--- src/rtl/rr_mux_arbiter.sv ---
// Four-requester round-robin arbiter with burst limiting; the registered one-hot
// grant also selects the shared 4:1 AND-OR data mux.
module rr_mux_arbiter #(
  parameter int unsigned MAX_BURST = 4
) (
  input  logic       clk_i,
  input  logic       reset_i,
  input  logic [3:0] req_i,
  input  logic [3:0] a_i,
  output logic [3:0] grant_o,
  output logic [1:0] owner_o,
  output logic       busy_o,
  output logic       y_o,
  output logic       dbg_state_o,
  output logic [1:0] dbg_ptr_o,
  output logic [3:0] dbg_cnt_o
);

  localparam logic [3:0] MAX_CNT = 4'(MAX_BURST);

  typedef enum logic {
    IDLE  = 1'b0,
    GRANT = 1'b1
  } state_e;

  state_e     state_q, state_d;
  logic [3:0] grant_q, grant_d;
  logic [1:0] owner_q, owner_d;
  logic [1:0] ptr_q, ptr_d;
  logic [3:0] cnt_q, cnt_d;

  logic [3:0] others;
  logic [2:0] pick_idle;
  logic [2:0] pick_next;
  logic       take;
  logic [1:0] win;

  // Returns {found, index} of the first set bit searching upward from start, modulo 4.
  function automatic logic [2:0] rr_pick(input logic [3:0] req, input logic [1:0] start);
    logic [2:0] res;
    logic [1:0] idx;
    res = 3'b000;
    for (int i = 3; i >= 0; i--) begin
      idx = start + 2'(i);
      if (req[idx]) res = {1'b1, idx};
    end
    return res;
  endfunction

  always_comb begin
    state_d   = state_q;
    grant_d   = grant_q;
    owner_d   = owner_q;
    ptr_d     = ptr_q;
    cnt_d     = cnt_q;
    take      = 1'b0;
    win       = 2'd0;
    others    = req_i & ~grant_q;
    pick_idle = rr_pick(req_i, ptr_q);
    pick_next = rr_pick(others, owner_q + 2'd1);

    case (state_q)
      IDLE: begin
        if (pick_idle[2]) begin
          take = 1'b1;
          win  = pick_idle[1:0];
        end
      end
      GRANT: begin
        if (!req_i[owner_q]) begin
          if (pick_next[2]) begin
            take = 1'b1;
            win  = pick_next[1:0];
          end else begin
            state_d = IDLE;
            grant_d = 4'b0000;
            owner_d = 2'd0;
            cnt_d   = 4'd0;
          end
        end else if (cnt_q < MAX_CNT) begin
          cnt_d = cnt_q + 4'd1;
        end else if (pick_next[2]) begin
          take = 1'b1;
          win  = pick_next[1:0];
        end else begin
          // Sole requester at the burst limit keeps the grant with a fresh burst.
          cnt_d = 4'd1;
        end
      end
      default: state_d = IDLE;
    endcase

    if (take) begin
      state_d = GRANT;
      grant_d = 4'b0001 << win;
      owner_d = win;
      cnt_d   = 4'd1;
      ptr_d   = win + 2'd1;
    end
  end

  always_ff @(posedge clk_i or posedge reset_i) begin
    if (reset_i) begin
      state_q <= IDLE;
      grant_q <= 4'b0000;
      owner_q <= 2'd0;
      ptr_q   <= 2'd0;
      cnt_q   <= 4'd0;
    end else begin
      state_q <= state_d;
      grant_q <= grant_d;
      owner_q <= owner_d;
      ptr_q   <= ptr_d;
      cnt_q   <= cnt_d;
    end
  end

  assign grant_o     = grant_q;
  assign owner_o     = owner_q;
  assign busy_o      = (state_q == GRANT);
  // Mux path is purely combinational from the registered select.
  assign y_o         = |(grant_q & a_i);
  assign dbg_state_o = state_q;
  assign dbg_ptr_o   = ptr_q;
  assign dbg_cnt_o   = cnt_q;

endmodule

--- config.mk ---
export PLATFORM = sky130hd
export DESIGN_NAME = rr_mux_arbiter
export DESIGN_NICKNAME = d
export VERILOG_FILES = /design/src/rtl/rr_mux_arbiter.sv
export SDC_FILE = /design/constraint.sdc
export NUM_CORES = 1
export LEC_CHECK = 0
export CORE_MARGIN = 3
export CORE_UTILIZATION = 44
export CTS_CLUSTER_DIAMETER = 30
export DETAILED_ROUTE_END_ITERATION = 8
export PLACE_DENSITY_LB_ADDON = 0.3
export SLEW_MARGIN = 10
export SYNTH_ARGS = -nofsm -noshare
export SYNTH_HDL_FRONTEND = slang
export SYNTH_SLANG_ARGS = --single-unit
export TNS_END_PERCENT = 30
--- constraint.sdc ---
create_clock -name clk_i -period 2.1 [get_ports clk_i]
set_input_delay 0.525 -clock clk_i [delete_from_list [all_inputs] [get_ports clk_i]]
set_output_delay 0.525 -clock clk_i [all_outputs]
set_load 0.03 [all_outputs]
==> results.sh, run 1 <==
export IMPL_dieArea_mm2=0.00296
export IMPL_dp_hpwl_um=2400
export IMPL_finalHoldViolCount=0
export IMPL_max_slew_margin_pct=65.5
export IMPL_viasPerCell=5.77
export IMPL_cts_tree="built"
export IMPL_setup_ws_ns=-0.114
export IMPL_critPathSlowestCell="mux4_2"
export IMPL_rr_endpoint="dbg_ptr_o[1]"
export IMPL_seq_area_frac_synth_pct=31.5
export IMPL_cts_buffers=3
export IMPL_vias=1051
export IMPL_switchingPower_mw=1.13
export IMPL_placed_cells=173
export IMPL_ys_types=46
export IMPL_endpoint_kind="flip-flop"
export IMPL_synth_area_leaders="dfrtp_1 (32%), ha_1 (6.1%), inv_1 (3.6%), nand2b_1 (3.6%), a21oi_1 (3.4%)"
export IMPL_worst_pin_slew_ns=0.517
export IMPL_fillers=145
export IMPL_die_w_um=54.4
export IMPL_clk_latency_ns=0.28
export IMPL_avgRoutedWirePerCell_um=17.8
export IMPL_top_layer="met4"
export IMPL_drtIter0Drc=30
export IMPL_drive_gt1_share_pct=36.8
export IMPL_synth_seq_cells=13
export IMPL_initial_core_util_pct=49.6
export IMPL_worst_path_max_fanout=3
export IMPL_post_route_period_util_pct=105
export IMPL_fmax_mhz=452
export IMPL_clk_path_buf_depth=2
export IMPL_cts_max_level=1
export IMPL_finalWirelength_um=3240
export IMPL_synth_fp_nets=121
export IMPL_drc=0
export IMPL_rows=16
export IMPL_overflow=0
export IMPL_endpoint="dbg_ptr_o[1]"
export IMPL_comb_power_share_pct=73.5
export IMPL_avgSynthCellArea_um2=9.74
export IMPL_timing_final_crit_period_ns=2.21
export IMPL_synth_area_leader_cell="dfrtp_1"
export IMPL_clkTransAtPathRegs_ns=0.09
export IMPL_setup_tns_final_ns=-0.352
export IMPL_ff2ff_setup_slack_ns=-0.11
export IMPL_syn2layout_area_growth_pct=51.2
export IMPL_grt_max_degree=14
export IMPL_num_nets_final=171
export IMPL_slew_violations=0
export IMPL_power_share_switching_pct=46.2
export IMPL_final_cells=182
export IMPL_io_buffers=24
export IMPL_multi_input_area_um2=684
export IMPL_worstPathRequired_ns=2.26
export IMPL_place_congestion=0.860
export IMPL_syn_area_mm2=0.00103
export IMPL_power_frac_seq_pct=20.0
export IMPL_setup_viol=5
export IMPL_rsz0062_at_grt="yes"
export IMPL_path_cells="clkdlybuf4s15_2 -> mux4_2 -> nor3b_4 -> o21bai_1 -> mux2_4 -> inv_4 -> ha_4 -> mux2_4"
export IMPL_die_h_um=54.4
export IMPL_drt_met1_wl_um=1440
export IMPL_io_pins=25
export IMPL_coreArea_mm2=0.00208
export IMPL_cts_sinks=13
export IMPL_p_leak_nw=0.698
export IMPL_r2r_cells=7
export IMPL_grt_antenna_before_repair=0
export IMPL_hp_class="input port to asynchronous set/reset pin"
export IMPL_grtUsageTotal_pct=24.5
export IMPL_root_buffer="clkbuf_4"
export IMPL_cap_viol_max_count=0
export IMPL_met3_length_um=150
export IMPL_synth_top_area_share_pct=31.5
export IMPL_firstDrtPassIters=6
export IMPL_critPathLaunch="req_i[1]"
export IMPL_grt_pass1_wl_um=5200
export IMPL_netlist_instances=106
export IMPL_postRouteAntennaNets=0
export IMPL_worstSetupPathType="input port to flip-flop"
export IMPL_wl_met2_um=1590
export IMPL_ff_latch_area_um2=327
export IMPL_cp_data_arrival_time_ns=2.37
export IMPL_diodes=0
export IMPL_violations="negative setup slack"
export IMPL_r2r_start="owner_o[0]"
export IMPL_grt_pass1_vias=1110
export IMPL_clockPowerShare_pct=6.5
export IMPL_slowest_delay_ns=0.48
export IMPL_yosysWarnings=0
export IMPL_startpoint_type="input port"
export IMPL_p_int_mw=1.32
export IMPL_skew_ns=0.00746
export IMPL_ir_worst_vdd_mv=1.12
export IMPL_powerDensity_mw_per_mm2=1570
export IMPL_status="finished with violations"
export IMPL_crit_top_cell="mux2_4"
## stage by stage
stage                     setup slack [ns]  total power, mW  hold WS [ns]  util [%]  area [um2]
after CTS                           -0.110             2.41         0.528      74.0        1540
after global routing                -0.140             2.58         0.571      74.9        1560
after detailed placement            -0.754             2.13         0.510      70.8        1470
after global placement              -0.671             2.06         0.505      70.8        1470
final                               -0.114             2.44         0.571      74.9        1560
after floorplan                     -0.269             1.52         0.402         -        1090
## sequential cells by signal (all words and copies together), names as in the netlist
name and cells:
owner_o 2, grant_o 4, busy_o 1, dbg_cnt_o 4, dbg_ptr_o 2
## cell usage in the layout (no fill, tap or decap), types with 3 or more instances in the layout
| master | netlist | final |
|---|---|---|
| a22o_1 | 4 | 4 |
| clkdlybuf4s50_1 | 0 | 18 |
| a21oi_1 | 7 | 7 |
| ha_4 | 0 | 3 |
| buf_4 | 1 | 27 |
| nand2b_1 | 6 | 6 |
| nor3_1 | 4 | 3 |
| dfrtp_1 | 13 | 12 |
| clkbuf_4 | 0 | 3 |
| inv_1 | 10 | 9 |
## final cells by class
class | count | share of cell area, %
sequential | 13 | 20.9
timing repair buffer | 53 | 28.8
tap | 27 | 2.17
inverter | 10 | 2.57
multi-input combinational | 75 | 43.9
clock buffer | 4 | 1.68
## layer usage
metal	vias to the layer above	track usage [%]
met2	42	41.4
met1	498	30.7
met5	-	0
met3	9	5.18
met4	0	7.88
li1	502	-
## worst max-delay path, delay by kind of cell
family	cells	cell delay [ns]
multiplexers	3	1.04
buffers and inverters	2	0.27
AND/OR/NAND/NOR	1	0.19
adder cells (fa/ha/maj)	1	0.19
AO/OA/AOI/OAI	1	0.16
## worst min-delay path by stage
stage | startpoint | to | slack (ns) | depth (start not counted)
6_report | reset_i | owner_o[1] | 0.57 | 2
3_3_place_gp | dbg_cnt_o[1] | dbg_cnt_o[1] | 0.51 | 1
3_5_place_dp | dbg_cnt_o[1] | dbg_cnt_o[1] | 0.51 | 1
2_1_floorplan | reset_i | busy_o | 0.40 | 1
5_1_grt | dbg_cnt_o[1] | dbg_cnt_o[1] | 0.57 | 1
4_1_cts | dbg_cnt_o[1] | dbg_cnt_o[1] | 0.53 | 1
## cell families after synthesis
| group | after synthesis | synth area share [%] |
|---|---|---|
| multiplexers | 4 | 5.45 |
| buffers and inverters | 18 | 9.45 |
| flip-flops | 13 | 31.5 |
| AO/OA/AOI/OAI | 40 | 31.2 |
| adder cells (fa/ha/maj) | 5 | 6.06 |
| AND/OR/NAND/NOR | 26 | 16.4 |
## cell usage after synthesis (all sizes together)
cell type / instances
a2111oi: 2
a21oi: 7
a222oi: 1
a22o: 4
a22oi: 2
a2bb2oi: 2
a31oi: 1
a32o: 2
and2: 1
and2b: 1
buf: 7
clkbuf: 1
dfrtp: 13
ha: 5
inv: 10
mux2: 3
mux4: 1
nand2: 2
nand2b: 6
nand3b: 1
nand4: 1
nor2: 3
nor2b: 3
nor3: 4
nor3b: 1
o2111ai: 1
o21a: 3
o21ai: 4
o21ba: 1
o21bai: 2
o221a: 1
o2bb2ai: 1
o311ai: 1
o31ai: 1
o32ai: 3
o41ai: 1
or3: 2
or4: 1
## timing repair
action	4_1_cts	5_1_grt
setup buffers	3	2
hold buffers	0	0
setup endpoints to repair	13	9
gates resized for setup	18	5
pin swaps	7	3
## power groups by stage
stage | logic (mW) | registers, mW | clock network (mW)
global route | 1.90 | 0.501 | 0.178
CTS | 1.76 | 0.481 | 0.160
finish | 1.80 | 0.489 | 0.159
detailed placement | 1.65 | 0.485 | 0
floorplan | 0.888 | 0.627 | 0
global placement | 1.58 | 0.482 | 0
Power figures use the tool's default switching activity.
==> run 2: changes to the inputs <==
--- a/config.mk
+++ b/config.mk
@@ -9,7 +9,7 @@
 export CORE_UTILIZATION = 44
 export CTS_CLUSTER_DIAMETER = 30
 export DETAILED_ROUTE_END_ITERATION = 8
-export PLACE_DENSITY_LB_ADDON = 0.3
+export PLACE_DENSITY = 0.71
 export SLEW_MARGIN = 10
 export SYNTH_ARGS = -nofsm -noshare
 export SYNTH_HDL_FRONTEND = slang
==> constraint.sdc (replaced) <==
create_clock -name clk_i -period 1.8 [get_ports clk_i]
set_input_delay 0.45 -clock clk_i [delete_from_list [all_inputs] [get_ports clk_i]]
set_output_delay 0.45 -clock clk_i [all_outputs]
set_load 0.03 [all_outputs]
==> run 2 against run 1 <==
The flow still finishes with violations (negative setup slack). Die area stayed put. First-iteration DRC count is 40% lower. Worst hold slack worse by 0.087 ns. Non-clock buffer count is 15 higher. Routed wire length is 3.7% higher. Largest power group unchanged. Via count is 6.9% higher. Setup slack worse by 0.31 ns. Flip-flop and latch count stayed put.
==> results.sh, run 2 (synthesized netlist as in run 1, its figures left out) <==
export IMPL_status="finished with violations"
export IMPL_violations="negative setup slack"
export IMPL_hp_class="input port to asynchronous set/reset pin"
export IMPL_io_pins=25
export IMPL_placed_cells=187
export IMPL_final_common_cell="buf_4"
export IMPL_fillers=129
export IMPL_drive_gt1_share_pct=48.2
export IMPL_final_cells=197
export IMPL_grt_max_degree=14
export IMPL_cts_buffers=3
export IMPL_finalHoldViolCount=0
export IMPL_dp_hpwl_um=2490
export IMPL_worst_path_max_fanout=5
export IMPL_drtIter0Drc=18
export IMPL_place_congestion=0.902
export IMPL_clk_latency_ns=0.29
export IMPL_grt_pass1_vias=1111
export IMPL_avgRoutedWirePerCell_um=17.1
export IMPL_max_slew_margin_pct=63.1
export IMPL_viasPerCell=5.71
export IMPL_grt_antenna_before_repair=0
export IMPL_timing_final_crit_period_ns=2.22
export IMPL_diodes=0
export IMPL_grt_pass1_wl_um=5220
export IMPL_worstPathRequired_ns=1.97
export IMPL_grtUsageTotal_pct=25.4
export IMPL_skew_ns=0.00588
export IMPL_vias=1124
export IMPL_cap_viol_max_count=0
export IMPL_rsz0062_at_grt="yes"
export IMPL_overflow=0
export IMPL_powerDensity_mw_per_mm2=1810
export IMPL_clk_path_buf_depth=2
export IMPL_io_buffers=24
export IMPL_ctsHoldBuffers=0
export IMPL_setup_viol=8
export IMPL_cts_sinks=13
export IMPL_cts_max_level=1
export IMPL_ir_worst_vdd_mv=1.37
export IMPL_finalWirelength_um=3360
export IMPL_root_buffer="clkbuf_4"
export IMPL_worst_pin_slew_ns=0.554
export IMPL_die_h_um=54.4
export IMPL_clkTransAtPathRegs_ns=0.08
export IMPL_most_common_layout_cells="buf_4 (37), dlygate4sd2_1 (12), dfrtp_1 (11)"
export IMPL_syn2layout_area_growth_pct=68.1
export IMPL_dieArea_mm2=0.00296
export IMPL_fmax_mhz=451
export IMPL_startpoint_type="flip-flop"
export IMPL_cp_data_arrival_time_ns=2.39
export IMPL_ff_latch_area_um2=328
export IMPL_postRouteAntennaNets=0
export IMPL_num_nets_final=186
export IMPL_setup_ws_ns=-0.419
export IMPL_multi_input_area_um2=741
export IMPL_die_w_um=54.4
export IMPL_endpoint_kind="flip-flop"
export IMPL_worstSetupPathType="flip-flop to flip-flop"
export IMPL_finalPower_mw=3.14
export IMPL_p_leak_nw=0.823
export IMPL_rows=16
export IMPL_firstDrtPassIters=4
export IMPL_slew_violations=0
export IMPL_drc=0
export IMPL_cts_tree="built"
export IMPL_initial_core_util_pct=49.6
export IMPL_coreArea_mm2=0.00208
export IMPL_post_route_period_util_pct=123
run 2: power breakdown:
group | switching (mW) | internal, mW
Combinational | 1.16 | 1.26
Clock | 0.103 | 0.0862
Sequential | 0.117 | 0.414
Total | 1.38 | 1.76
run 2: routing by layer:
metal / global-route usage [%] / vias up / share of wire [%]
li1: - / 528 / -
met1: 33.1 / 546 / 43
met2: 41.8 / 42 / 49
met3: 6.54 / 8 / 5.9
met4: 6.22 / 0 / 1.9
met5: 0 / - / 0
run 2: worst max-delay path: stages, from the launching register on:
cell,delay (ns)
dfrtp_2,0.45
buf_4,0.15
nand2b_1,0.14
a222oi_1,0.47
o21bai_4,0.09
mux2_4,0.31
inv_4,0.07
ha_4,0.18
mux2_4,0.25
run 2: timing repair:
item	CTS	global route
setup endpoints to repair	26	16
buffers inserted	6	2
pin swaps	4	6
gates resized for setup	41	18
run 2: area by class of cell:
class	instances	area share, %
Clock buffer	4	1.51
Timing Repair Buffer	68	32.7
Multi-Input combinational cell	75	42.7
Inverter	10	2.31
Sequential cell	13	18.9
Tap cell	27	1.95
run 2: metrics by stage:
step                      worst slack (ns)  hold slack, ns  TNS (ns)  cell area [um2]  utilization [%]
after CTS                           -0.402           0.500     -2.04             1660             79.9
after floorplan                     -0.558           0.327     -3.15             1070                -
final                               -0.419           0.484     -2.28             1740             83.4
after global placement              -0.894           0.517     -9.66             1570             75.5
after detailed placement            -0.982           0.526    -10.13             1570             75.5
after global routing                -0.509           0.529     -3.08             1740             83.4
run 2: final timing paths:
kind	startpoint	endpoint	slack [ns]	depth (start not counted)
max	owner_o[1]	dbg_ptr_o[1]	-0.42	8
min	reset_i	dbg_cnt_o[0]	0.48	2
max reg2reg	owner_o[1]	dbg_ptr_o[1]	-0.42	8
min reg2reg	dbg_cnt_o[1]	dbg_cnt_o[1]	0.53	1
max in group asynchronous	reset_i	owner_o[0]	0.95	2
min in group clk_i	dbg_cnt_o[1]	dbg_cnt_o[1]	0.53	1
